[config.mk]
export PLATFORM = sky130hd
export DESIGN_NAME = muldiv_sequencer
export DESIGN_NICKNAME = d
export VERILOG_FILES = /design/src/rtl/muldiv_sequencer.sv
export SDC_FILE = /design/constraint.sdc
export NUM_CORES = 1
export LEC_CHECK = 0
export BUFFER_PORTS_ARGS = -buffer_cell sky130_fd_sc_hd__buf_2
export CORE_ASPECT_RATIO = 1.5
export CORE_MARGIN = 4
export CORE_UTILIZATION = 63
export CTS_BUF_LIST = sky130_fd_sc_hd__clkbuf_4
export CTS_CLUSTER_DIAMETER = 100
export DETAILED_ROUTE_END_ITERATION = 8
export PLACE_DENSITY = 0.92
export SETUP_SLACK_MARGIN = 0.02
export SYNTH_ARGS = -nofsm -noshare
export SYNTH_HDL_FRONTEND = slang
export SYNTH_SLANG_ARGS = --single-unit
[constraint.sdc]
create_clock -name clk -period 5.5 [get_ports clk]
set_input_delay 1.1 -clock clk [delete_from_list [all_inputs] [get_ports clk]]
set_output_delay 1.1 -clock clk [all_outputs]
set_load 0.1 [all_outputs]
[src/rtl/muldiv_sequencer.sv]
// Iterative MIPS-style multiply/divide unit: Booth or shift-add multiply, or restoring divide.
// Each operation takes one iteration per operand bit, then a fixup cycle and a done cycle.
module muldiv_sequencer #(
    parameter int WIDTH = 32,
    parameter int CNT_W = $clog2(WIDTH)
) (
    input  logic             clk,
    input  logic             rst_n,
    input  logic             start,
    input  logic [1:0]       op,
    input  logic [WIDTH-1:0] rs_val,
    input  logic [WIDTH-1:0] rt_val,
    input  logic             flush,
    input  logic             hi_we,
    input  logic             lo_we,
    input  logic [WIDTH-1:0] wr_data,
    output logic [WIDTH-1:0] hi,
    output logic [WIDTH-1:0] lo,
    output logic             busy,
    output logic             done,
    output logic             div_by_zero,
    output logic             pc_we
);

    typedef enum logic [1:0] {S_IDLE, S_RUN, S_FIXUP, S_DONE} state_t;

    localparam logic [1:0] OP_MULT  = 2'b00;
    localparam logic [1:0] OP_MULTU = 2'b01;
    localparam logic [1:0] OP_DIV   = 2'b10;

    state_t             state_reg, state_next;
    logic [1:0]         op_reg, op_next;
    logic [WIDTH-1:0]   rs_reg, rs_next;
    logic [WIDTH-1:0]   rt_reg, rt_next;
    logic [WIDTH:0]     acc_reg, acc_next;
    logic [WIDTH-1:0]   q_reg, q_next;
    logic               lo_m1_reg, lo_m1_next;
    logic [CNT_W-1:0]   cnt_reg, cnt_next;
    logic [WIDTH-1:0]   hi_reg, hi_next;
    logic [WIDTH-1:0]   lo_reg, lo_next;
    logic               dbz_reg, dbz_next;

    logic [WIDTH:0]     m_ext;
    logic [WIDTH-1:0]   start_mag, rt_mag, rem;
    logic               rs_neg, rt_neg;
    logic [WIDTH:0]     step_acc, sum_w, rem_shift;
    logic [WIDTH-1:0]   step_q;
    logic               step_lo_m1;
    logic [WIDTH+1:0]   diff;
    logic [WIDTH-1:0]   res_hi, res_lo;
    logic               res_dbz;

    // Divides iterate on magnitudes; only signed DIV has negative operands
    assign start_mag = (op == OP_DIV && rs_val[WIDTH-1]) ? -rs_val : rs_val;
    assign rs_neg    = (op_reg == OP_DIV) && rs_reg[WIDTH-1];
    assign rt_neg    = (op_reg == OP_DIV) && rt_reg[WIDTH-1];
    assign rt_mag    = rt_neg ? -rt_reg : rt_reg;
    assign m_ext     = (op_reg == OP_MULT) ? {rs_reg[WIDTH-1], rs_reg} : {1'b0, rs_reg};
    assign rem       = acc_reg[WIDTH-1:0];

    // One iteration of the selected algorithm
    always_comb begin
        step_acc   = acc_reg;
        step_q     = q_reg;
        step_lo_m1 = lo_m1_reg;
        sum_w      = '0;
        rem_shift  = '0;
        diff       = '0;
        case (op_reg)
            OP_MULT: begin
                case ({q_reg[0], lo_m1_reg})
                    2'b01:   sum_w = acc_reg + m_ext;
                    2'b10:   sum_w = acc_reg - m_ext;
                    default: sum_w = acc_reg;
                endcase
                step_acc   = {sum_w[WIDTH], sum_w[WIDTH:1]};
                step_q     = {sum_w[0], q_reg[WIDTH-1:1]};
                step_lo_m1 = q_reg[0];
            end
            OP_MULTU: begin
                sum_w    = q_reg[0] ? acc_reg + m_ext : acc_reg;
                step_acc = {1'b0, sum_w[WIDTH:1]};
                step_q   = {sum_w[0], q_reg[WIDTH-1:1]};
            end
            default: begin
                rem_shift = {acc_reg[WIDTH-1:0], q_reg[WIDTH-1]};
                diff      = {1'b0, rem_shift} - {2'b00, rt_mag};
                if (!diff[WIDTH+1]) begin
                    step_acc = diff[WIDTH:0];
                    step_q   = {q_reg[WIDTH-2:0], 1'b1};
                end else begin
                    step_acc = rem_shift;
                    step_q   = {q_reg[WIDTH-2:0], 1'b0};
                end
            end
        endcase
    end

    // Final HI/LO values; the multiply product is {acc, q} directly
    always_comb begin
        res_hi  = acc_reg[WIDTH-1:0];
        res_lo  = q_reg;
        res_dbz = 1'b0;
        if (op_reg[1]) begin
            if (rt_reg == '0) begin
                res_hi  = rs_reg;
                res_lo  = '1;
                res_dbz = 1'b1;
            end else if (op_reg == OP_DIV) begin
                res_lo = (rs_neg ^ rt_neg) ? -q_reg : q_reg;
                res_hi = rs_neg ? -rem : rem;
            end
        end
    end

    always_comb begin
        state_next = state_reg;
        op_next    = op_reg;
        rs_next    = rs_reg;
        rt_next    = rt_reg;
        acc_next   = acc_reg;
        q_next     = q_reg;
        lo_m1_next = lo_m1_reg;
        cnt_next   = cnt_reg;
        hi_next    = hi_reg;
        lo_next    = lo_reg;
        dbz_next   = dbz_reg;
        case (state_reg)
            S_IDLE: begin
                if (start) begin
                    state_next = S_RUN;
                    op_next    = op;
                    rs_next    = rs_val;
                    rt_next    = rt_val;
                    acc_next   = '0;
                    q_next     = op[1] ? start_mag : rt_val;
                    lo_m1_next = 1'b0;
                    cnt_next   = CNT_W'(WIDTH - 1);
                    dbz_next   = 1'b0;
                end else begin
                    if (hi_we) hi_next = wr_data;
                    if (lo_we) lo_next = wr_data;
                end
            end
            S_RUN: begin
                acc_next   = step_acc;
                q_next     = step_q;
                lo_m1_next = step_lo_m1;
                if (cnt_reg == '0) state_next = S_FIXUP;
                else               cnt_next   = cnt_reg - 1'b1;
            end
            S_FIXUP: begin
                state_next = S_DONE;
                hi_next    = res_hi;
                lo_next    = res_lo;
                dbz_next   = res_dbz;
            end
            default: state_next = S_IDLE;
        endcase
        // Abort wins over everything except in IDLE, where it is meaningless
        if (flush && state_reg != S_IDLE) begin
            state_next = S_IDLE;
            hi_next    = hi_reg;
            lo_next    = lo_reg;
            dbz_next   = dbz_reg;
        end
    end

    always_ff @(posedge clk or negedge rst_n) begin
        if (!rst_n) begin
            state_reg <= S_IDLE;
            op_reg    <= '0;
            rs_reg    <= '0;
            rt_reg    <= '0;
            acc_reg   <= '0;
            q_reg     <= '0;
            lo_m1_reg <= 1'b0;
            cnt_reg   <= '0;
            hi_reg    <= '0;
            lo_reg    <= '0;
            dbz_reg   <= 1'b0;
        end else begin
            state_reg <= state_next;
            op_reg    <= op_next;
            rs_reg    <= rs_next;
            rt_reg    <= rt_next;
            acc_reg   <= acc_next;
            q_reg     <= q_next;
            lo_m1_reg <= lo_m1_next;
            cnt_reg   <= cnt_next;
            hi_reg    <= hi_next;
            lo_reg    <= lo_next;
            dbz_reg   <= dbz_next;
        end
    end

    assign hi          = hi_reg;
    assign lo          = lo_reg;
    assign busy        = (state_reg != S_IDLE);
    assign done        = (state_reg == S_DONE) && !flush;
    assign div_by_zero = done && dbz_reg;
    assign pc_we       = (state_reg == S_IDLE) && !start;

endmodule

After elaboration in Yosys (flattened, before gate mapping)
Index checks and enable logic that the tools add are counted. Widths: inputs -> output; s select.

Bitwise gates (word level): 2. Multipliers: 0. Multiplexer cells: 41. Eq/ne operators: 16. Magnitude comparators: 0. Add/sub/neg operators: 8. Reductions and logical operators: 24. Divide/modulo/power cells: 0. Shift-type cells: 0.

Operators with widths (number): $mux 32 (16); $pmux 32 s2 (4); $pmux 33 s2 (3); $mux 33 (4); $neg 32->32 (4); $sub 33x32->34 (1); $add 33x33->33 (1); $sub 33x33->33 (1); $logic_not 32->1 (1); $ne 2x2->1 const B (6); $eq 2x2->1 const B (5); $mux 5 (2); $pmux 5 s2 (1); $reduce_and 3->1 (3); $reduce_and 4->1 (2); $logic_and 1x1->1 (7); $eq 2x1->1 const B (3); $mux 2 (3); $ne 3x3->1 const B (2); $pmux 2 s3 (1); $reduce_and 2->1 (3); $reduce_bool 2->1 (3); $logic_not 5->1 (1); $mux 1 (5); 6 further kinds (9).

Output and inout bits: 68. Memory bits (read-only): 0. Bits in writable memories: 0. Memories: 0. Bits in registers: 204. Latch bits: 0. Word-level logic and storage cells: 102. Bits of input ports: 104.

Logic depth before layout (Yosys ltp)
Gate-level depths: netlist of run 1.

Depth in word-level cells: 8. Depth in mapped cells: 21. Gate-level depth less buffers: 19.

Worst setup path after synthesis of run 1
No wires, ideal clock.

Path type: reg2reg. Start: register rt_reg[3]. End: register acc_reg[6]. Required time: 5.378 ns. Cell stages (with the launch flop): 21. Arrival: 4.657 ns. Path slack: 0.721 ns. Path through: dfrtp_1 > or4_1 > nor4b_2 > nand2_1 > or2_2 > nor3_1 > and2_1 > nor2_1 > xnor2_1 > ha_1 > a21o_1 > a21o_1 > a21o_1 > a21oi_1 > o21bai_1 > a211oi_1 > and2_1 > clkbuf_1 > clkbuf_1 > o211ai_1 > a32o_1.

Word-level cells in the longest chain between the ends: 6.

Ends and longest elaborated chain: from (decl) (RTL line 34) `logic [WIDTH-1:0] rt_reg, rt_next;`; from (signal assigned) (RTL line 186) `rt_reg <= rt_next;`; $neg 32->32 (RTL line 57) `assign rt_mag = rt_neg ? -rt_reg : rt_reg;`; $mux 32 * (RTL line 57); $sub 33x32->34 * (RTL line 87) `diff = {1'b0, rem_shift} - {2'b00, rt_mag};`; $mux 33 * (RTL line 88) `if (!diff[WIDTH+1]) begin`; $pmux 33 s2 * (RTL line 69) `case (op_reg)`; $pmux 33 s2 * (RTL line 128) `case (state_reg)`; to (signal assigned) (RTL line 187) `acc_reg <= acc_next;`; to (decl) (RTL line 35) `logic [WIDTH:0] acc_reg, acc_next;`.

Every way passes the cells marked *; elsewhere a longest branch is shown, timed or not. A chain may end at the register's enable or synchronous reset.

Final worst setup path of run 1
Start: register rt_reg[5]. End: register acc_reg[21].

The elaborated chain is that of the path after synthesis.

==> results of run 1 <==
cell usage after synthesis, drive strengths merged (4+ instances only):
cell type  count  share of area
a211oi        30          0.012
a21boi        10         0.0040
a21o          33          0.013
a21oi        208          0.055
a221oi         8         0.0037
a22o           9         0.0042
a22oi         10         0.0040
a311oi         4         0.0018
a31oi         26         0.0097
a32o          14         0.0074
and2          16         0.0053
and3          11         0.0036
buf           28         0.0065
clkbuf       131          0.026
dfrtp        204           0.27
ha           108          0.071
inv           92          0.018
mux2          69          0.041
mux2i         50          0.026
nand2        271          0.054
nand2b        22         0.0077
nand3         31         0.0082
nand4         15         0.0049
nor2         218          0.043
nor2b         17         0.0056
nor3          32         0.0090
nor3b          6         0.0024
nor4          26          0.010
o211ai        37          0.015
o21a           8         0.0032
o21ai        278          0.074
o21bai        17         0.0067
o221a          4         0.0024
o221ai         7         0.0032
o22ai         34          0.012
o2bb2ai        5         0.0023
o31a           4         0.0018
o31ai         27          0.011
o41ai         11         0.0055
or2            9         0.0030
or3           17         0.0056
or4           19         0.0085
xnor2        114          0.053
xor2          77          0.036
worst paths after layout:
check                                      start                      end  slack, ns
setup / recovery           rt_reg[5]$_DFFE_PN0P_  acc_reg[21]$_DFFE_PN0P_       0.44
min in group clk              hi[16]$_DFFE_PN0P_       hi[16]$_DFFE_PN0P_       0.48
hold reg to reg               hi[16]$_DFFE_PN0P_       hi[16]$_DFFE_PN0P_       0.48
hold / removal                             rst_n    rt_reg[1]$_DFFE_PN0P_       0.41
max in group asynchronous                  rst_n      dbz_reg$_DFFE_PN0P_       3.94
setup reg to reg           rt_reg[5]$_DFFE_PN0P_  acc_reg[21]$_DFFE_PN0P_       0.44
through the flow:
step,area (um2),hold WS [ns],std cells,util
final,20800,0.415,2970,0.703
after global routing,20800,0.418,2969,0.703
after CTS,20700,0.393,2966,0.701
after detailed placement,20100,0.470,2873,0.680
after global placement,20100,0.459,2873,0.680
after floorplan,19000,0.442,2425,-
layout make-up:
class | count | area share
multi-input cells | 1967 | 0.625
clock buffers | 72 | 0.0260
repair buffers | 214 | 0.0583
clock inverters | 21 | 0.00445
well taps | 395 | 0.0238
diodes | 2 | 0.000241
flip-flops and latches | 204 | 0.246
inverters | 95 | 0.0171
cell families after synthesis:
| kind of cell | count (synthesis) | share of synthesized area |
|---|---|---|
| flip-flops | 204 | 0.269 |
| AND/OR/NAND/NOR | 722 | 0.177 |
| XOR/XNOR | 191 | 0.0886 |
| AO/OA/AOI/OAI | 824 | 0.272 |
| adder cells (fa/ha/maj) | 111 | 0.0744 |
| multiplexers | 119 | 0.0674 |
| buffers and inverters | 254 | 0.0513 |
repair_timing:
action                     4_1_cts  5_1_grt
setup endpoints to repair        0       34
hold buffers                     0        0
resized for setup                0        8
setup buffers                    0        2
layer usage:
layer  GRT usage  vias up  routed length [um]
li1            -     8995                   -
met1       0.488     9324               24400
met2       0.640     1281               30900
met3      0.0889      351                6870
met4       0.352        0                7360
met5           0        -                   0
==> results by stage, run 1 <==
STA:
- Of the available clock period, the critical path in the final layout requires 0.921.
- Setup repair after global routing left no endpoint under its margin.
- The highest clock rate is 0.197 GHz.
- The worst-margin pin slew is 1.26 ns.
- The worst path needs 5.06 ns of the cycle, external delays included.
- The final setup slack of the worst path is 0.435 ns.
- Adding up every negative setup slack in the final design gives 0 ns.
- The hold violation total from the final report came to 0.
- The number of setup violations in the final report is 0.
- The worst pin sits at a relative slew slack of 0.153.
- The max-slew violation count is 0.
- Between clock sinks in the finished design, the worst skew comes to 0.0753 ns.

Layout:
- The area growth from synthesis to layout is 9.65%.
- The count of filler cells inserted in the layout is 2331.
- The flip-flop count of the largest register, all copies and words added is 33.
- The area taken by flip-flops and latches is 0.00511 mm2.
- Leaving out fill and tap cells, the most frequent cells in the layout are nand2_1, nor2_1, o21ai_0.
- The final-stage net count is 2748.
- Leaving out fill and tap cells, the most frequent cell in the layout is nand2_1.
- In the final layout, the share of cells above drive strength 1 is 0.163.
- Summing all multi-input logic gate instances after layout gives 0.0130 mm2.

Synth:
- The top flip-flop cell by instance count after synthesis is dfrtp_1.
- For this run, the number of Yosys warnings is 0.
- The number of storage elements in the synthesis netlist is 204.
- Of the synthesized area, sequential elements account for 0.269.
- The average footprint of a synthesized cell is 7.82 um2.
- In this run, synthesis inferred 0 flip-flops with an integrated enable.
- The number of cells produced by synthesis is 2425.
- The summed instance area of the synthesized netlist is 0.0190 mm2.
- The unique cell type count in the Yosys netlist is 94.
- In the synthesized netlist the async set-or-reset flop fraction comes to 1.00.
- The synthesized netlist net count is 2640.

Critical path:
- For this run, the slowest stage of the critical path takes 0.59 ns.
- The buffers plus inverters on the worst setup path is 1.
- The critical path crosses 20 cells after its start point.
- The worst-path maximum fanout is 23.
- For this design, the slowest cell found on the critical path is or4_4.
- Traced cell by cell, the critical path runs through or4_4, nor4b_4, nand2_1, or2_2, nor3_2, and2_1, nor2_1, xnor2_1, ha_1, a21o_1, a21o_1, a21o_1, a21oi_1, o21bai_1, a211oi_2, and2_1, buf_12, a31oi_1, a32oi_1, o21ai_1.
- Grouping stages by cell kind, the critical path spends the most delay in simple AND/OR/NAND/NOR gates.
- The critical path in this run is classified as flip-flop to flip-flop.
- The signal arrival time at the worst endpoint is 5.62 ns.
- The number of cells on the worst reg-to-reg path is 20.
- The required time reported for the critical path endpoint is 6.06 ns.
- The launching element type of the critical path is a flip-flop.
- The cell type with the highest occurrence count on the critical path is a21o_1.
- The endpoint class of the critical path is a flip-flop.

Floorplanning:
- In this run the vertical extent of the chip is 221 um.
- Pin placement for this block handled 172 I/O pins.
- The core region is 0.0296 mm2.
- The horizontal extent of the die is 150 um.
- The initial utilization of the core area, before any placement, comes to 0.641.
- The number of cell rows is 77.
- The die covers 0.0330 mm2.

Worst hold path:
- The kind of path behind the tightest hold check is input pin to asynchronous set/reset pin.

Drt:
- After detailed routing, the total wire length is 69500 um.
- The routed wire length per instance is 23.4 um.
- The routed via count divided by cell count is 6.72.
- For this run, design rule violations remaining after detail routing come to 0.
- The first-pass iteration count of the detailed router is 6.
- For this block, the via count after detailed routing is 20000.
- The number of nets with antenna violations after routing is 0.
- After the first detailed-routing iteration, the DRC count stood at 2256.

Global route:
- The global-route wire length before repair is 106000 um.
- The largest net degree at the start of global routing is 134.
- The global-route usage over all layers is 0.414.
- Summed over all layers, the global routing overflow is 0.
- The initial antenna violation count came to 1.
- The via count of the first global-routing pass is 19000.

Place:
- The detailed placer's ending HPWL is 52800 um.
- The setup slack after placement is 0.228 ns.
- The total of buffers placed on input and output ports is 171.
- The placer congestion estimate is 1.06.

Clocking:
- CTS built an H-tree with a depth of 2.
- The clock passes through at most 3 buffers.
- The cell sitting at the root of the clock tree is a clkbuf_4.
- The insertion delay of the later-clocked pin in the worst-skew pair is 0.73 ns.
- TritonCTS built the clock tree.
- The clock transition at the registers of the reported paths is 0.08 ns.
- The number of buffers inserted during clock tree synthesis is 51.
- CTS saw 204 sinks.

Status:
- The flow ran to the end, and the final reports show no timing, DRC or antenna violations.

Run:
- Across the run, the number of max-cap violations was 0.
Power of run 1 is left out: the tool's default activity adds up to more than one toggle a clock period on the data nets, which glitch-free logic cannot reach.
==> inputs of run 2 (changes only) <==
--- a/config.mk
+++ b/config.mk
@@ -8,11 +8,12 @@
 export BUFFER_PORTS_ARGS = -buffer_cell sky130_fd_sc_hd__buf_2
 export CORE_ASPECT_RATIO = 1.5
 export CORE_MARGIN = 4
-export CORE_UTILIZATION = 63
+export CORE_UTILIZATION = 57
 export CTS_BUF_LIST = sky130_fd_sc_hd__clkbuf_4
 export CTS_CLUSTER_DIAMETER = 100
 export DETAILED_ROUTE_END_ITERATION = 8
-export PLACE_DENSITY = 0.92
+export HOLD_SLACK_MARGIN = 0.08
+export PLACE_DENSITY = 0.88
 export SETUP_SLACK_MARGIN = 0.02
 export SYNTH_ARGS = -nofsm -noshare
 export SYNTH_HDL_FRONTEND = slang
==> constraint.sdc (replaced) <==
create_clock -name clk -period 4.3 [get_ports clk]
set_input_delay 0.86 -clock clk [delete_from_list [all_inputs] [get_ports clk]]
set_output_delay 0.86 -clock clk [all_outputs]
set_load 0.1 [all_outputs]
==> run 2 against run 1 <==
The flow now finishes with violations (negative setup slack); global-route usage fell by 1.3 points; core utilization shrank 2.7 points; sequential share of layout area decreased by 1.5 points; critical path depth shrank 1; wire length up 7.6%; first-iteration DRC count is 4.9% higher; highest routed layer unchanged.
==> results by stage, run 2 (same netlist as run 1, synthesis figures left out) <==
Critical path:
- The worst setup path is of the flip-flop to flip-flop kind.
- The stage delay of the slowest cell on the critical path is 0.55 ns (-0.04 ns).
- The worst-path maximum fanout is 8 (-65%).
- The startpoint identified for the worst register-to-register timing path is rt_reg[3]$_DFFE_PN0P_.
- The launching element type of the critical path is a flip-flop.
- The required time reported for the critical path endpoint is 4.90 ns (-1.16 ns).
- The number of cells on the worst reg-to-reg path is 19 (-5.0%).
- STA classifies the critical path endpoint as a flip-flop.
- The endpoint of the most critical register-to-register path is acc_reg[5]$_DFFE_PN0P_.
- Traced cell by cell, the critical path runs through or4_4, nor4b_4, nand2_1, or2_4, nor3_4, and2_4, a21oi_1, xnor2_1, ha_1, a21o_1, a21o_1, a21oi_2, o21bai_2, a211oi_2, and2_4, buf_12, buf_12, o211ai_1, a32o_1.
- The setup slack on the worst flop-to-flop path is -0.06 ns (-0.49 ns).
- The signal arrival time at the worst endpoint was 4.96 ns (-0.66 ns).
- The cell with the largest stage delay on the worst path is or4_4.

Layout:
- The count of filler cells inserted in the layout is 2726 (+17%).
- The layout cell share with drive strength beyond 1 is 0.218 (+0.0550).
- In the layout the commonest cells are nand2_1, nor2_1, o21ai_0, a21oi_1, dfrtp_1.
- Leaving out fill and tap cells, the most frequent cell in the layout is nand2_1.
- The number of standard cells in the layout, taps in and fillers out is 3116 (+4.9%).
- The final-stage net count is 2885 (+5.0%).
- The area taken by flip-flops and latches is 0.00511 mm2 (unchanged).
- The flip-flop count of the largest register, all copies and words added is 33 (unchanged).
- The signed area change from the synthesized netlist to the final layout is 16.8%.
- The area of combinational cells with multiple inputs is 0.0133 mm2 (+2.1%).

STA:
- The hold violation total from the final report is 0 (unchanged).
- The max-slew violation count came to 0 (unchanged).
- The number of setup violations in the final report came to 9 (+9).
- Setup repair after global routing could not meet its margin everywhere.
- The highest clock rate was 0.230 GHz (+16%).
- The final setup skew came to 0.0680 ns (-0.00730 ns).
- The fraction of the cycle the final worst path needs was 1.01 (+0.0920).
- The final period demand of the worst path is 4.36 ns (-0.709 ns).
- The worst hold margin was 0.173 ns (-0.242 ns).
- The final setup slack of the worst path came to -0.0557 ns (-0.491 ns).
- The worst-margin pin slew is 1.23 ns (-0.0299 ns).
- The worst slew slack as a fraction of its limit is 0.173 (+0.0201).

Global route:
- The via count of the first global-routing pass is 19700 (+3.8%).
- The initial antenna violation count was 2 (+1).
- The global-route usage over all layers was 0.401 (-0.0132).
- The global-route wire length before repair is 113000 um (+6.1%).
- The global-route met1 utilization is 0.479 (-0.00900).
- The met3 global-route usage is 0.0831 (-0.00579).
- The routing layer with the top usage in global route is met2.
- The total overflow reported by the global router is 0 (unchanged).
- The largest net degree at the start of global routing was 80 (-40%).
- The met2 capacity usage during global routing is 0.622 (-0.0180).

Drt:
- The number of vias after detailed routing was 20500 (+2.7%).
- The number of nets with antenna violations after routing is 0 (unchanged).
- The number of design-rule violations left by the first detailed-router iteration is 2367 (+4.9%).
- The number of DRC violations after detailed routing is 0 (unchanged).
- The first-pass iteration count of the detailed router is 8 (+2).
- The final wirelength is 74800 um (+7.6%).
- The routed wire length per instance is 24.0 um (+2.6%).
- The routed via count divided by cell count is 6.58 (-2.1%).

Place:
- The placer congestion estimate came to 1.06 (+0.29%).
- The detailed placer's ending HPWL is 57600 um (+8.9%).
- The cell count after placement was 3020 (+5.1%).
- The total of buffers placed on input and output ports is 171 (unchanged).

Floorplanning:
- The horizontal extent of the die is 157 um (+4.9%).
- The die boundary height is 231 um (+4.9%).
- The full die area is 0.0363 mm2 (+10%).
- The total core area is 0.0327 mm2 (+11%).
- The number of primary I/O pins came to 172 (unchanged).
- The effective utilization at floorplan is 0.579 (-0.0619).
- The number of cell rows was 81 (+5.2%).

Clocking:
- The number of buffers inserted during clock tree synthesis is 49 (-3.9%).
- The insertion delay of the later-clocked pin in the worst-skew pair is 0.74 ns (about the same).
- The level count of the clock H-tree is 2 (unchanged).
- The clock transition at the registers of the reported paths is 0.08 ns (about the same).
- TritonCTS built the clock tree.
- The clock sink count came to 204 (unchanged).
- The buffer levels on the longest clock path came to 3 (unchanged).
- The cell chosen for the clock root is clkbuf_4.
- The hold-fix buffer count after cts is 0 (unchanged).

Worst hold path:
- The kind of path behind the tightest hold check is input pin to asynchronous set/reset pin.

Run:
- The number of maximum-capacitance constraint violations is 0 (unchanged).

Status:
- The checks that failed: negative setup slack.
- The run finished, with violations left.
==> run 2: changes by cell type in the layout (fill, tap and decap cells not counted), moves of 4 or more <==
cell      before  now
clkinv_2       7    0
o21ai_1       62   68
buf_4         41  171
o21ai_0      214  203
nor2_1       217  213
o21ai_2        2    7
nand2_1      269  260
nand2_2        2    9
buf_6          0    5
clkbuf_4      72   68
nor2_4         0    4
==> run 2: how the worst max path moves through the flow <==
| stage | start | cells after the start | end | slack, ns |
|---|---|---|---|---|
| CTS | rt_reg[3]$_DFFE_PN0P_ | 17 | acc_reg[32]$_DFFE_PN0P_ | -0.06 |
| global placement | rt_reg[3]$_DFFE_PN0P_ | 17 | acc_reg[32]$_DFFE_PN0P_ | -0.12 |
| floorplan | rt_reg[3]$_DFFE_PN0P_ | 16 | acc_reg[29]$_DFFE_PN0P_ | 0.004 |
| finish | rt_reg[3]$_DFFE_PN0P_ | 19 | acc_reg[5]$_DFFE_PN0P_ | -0.06 |
| global route | rt_reg[3]$_DFFE_PN0P_ | 17 | acc_reg[32]$_DFFE_PN0P_ | -0.34 |
| detailed placement | rt_reg[3]$_DFFE_PN0P_ | 20 | acc_reg[27]$_DFFE_PN0P_ | -0.20 |
==> run 2: timing repair <==
item / CTS / global route
setup endpoints to repair: 30 / 34
cloned: 0 / 1
resized for setup: 25 / 50
buffers inserted: 7 / 7
pin swaps: 12 / 52
==> run 2: critical path, delay by kind of cell, from the launching register on <==
kind            cells  cell delay [ns]
flops               1             0.38
simple gates        7             1.85
buf+inv             2             0.26
compound gates      8             1.32
fa+ha+maj           1             0.27
xor+xnor            1             0.17
==> run 2: area by class of cell <==
class / count / area share
Clock buffer: 68 / 0.0230
Multi-Input combinational cell: 1967 / 0.598
Antenna cell: 2 / 0.000226
Timing Repair Buffer: 353 / 0.105
Inverter: 95 / 0.0161
Sequential cell: 204 / 0.231
Tap cell: 415 / 0.0234
Clock inverter: 12 / 0.00345
==> run 2: per-stage QoR <==
| step | setup TNS [ns] | cell area (um2) | util | worst slack [ns] |
|---|---|---|---|---|
| final | -0.296 | 22200 | 0.677 | -0.0557 |
| after global routing | -6.64 | 22200 | 0.677 | -0.343 |
| after CTS | -0.0775 | 21900 | 0.668 | -0.0632 |
| after detailed placement | -2.99 | 21100 | 0.646 | -0.204 |
| after global placement | -1.58 | 21100 | 0.646 | -0.122 |
| after floorplan | 0 | 19100 | - | 0.00421 |
==> run 2: layer usage <==
| layer | up-vias | wire length, um |
|---|---|---|
| met4 | 0 | 7520 |
| met3 | 385 | 7480 |
| met2 | 1245 | 33400 |
| met5 | - | 0 |
| met1 | 9611 | 26500 |
| li1 | 9250 | - |
Power of run 2 is left out for the same reason.
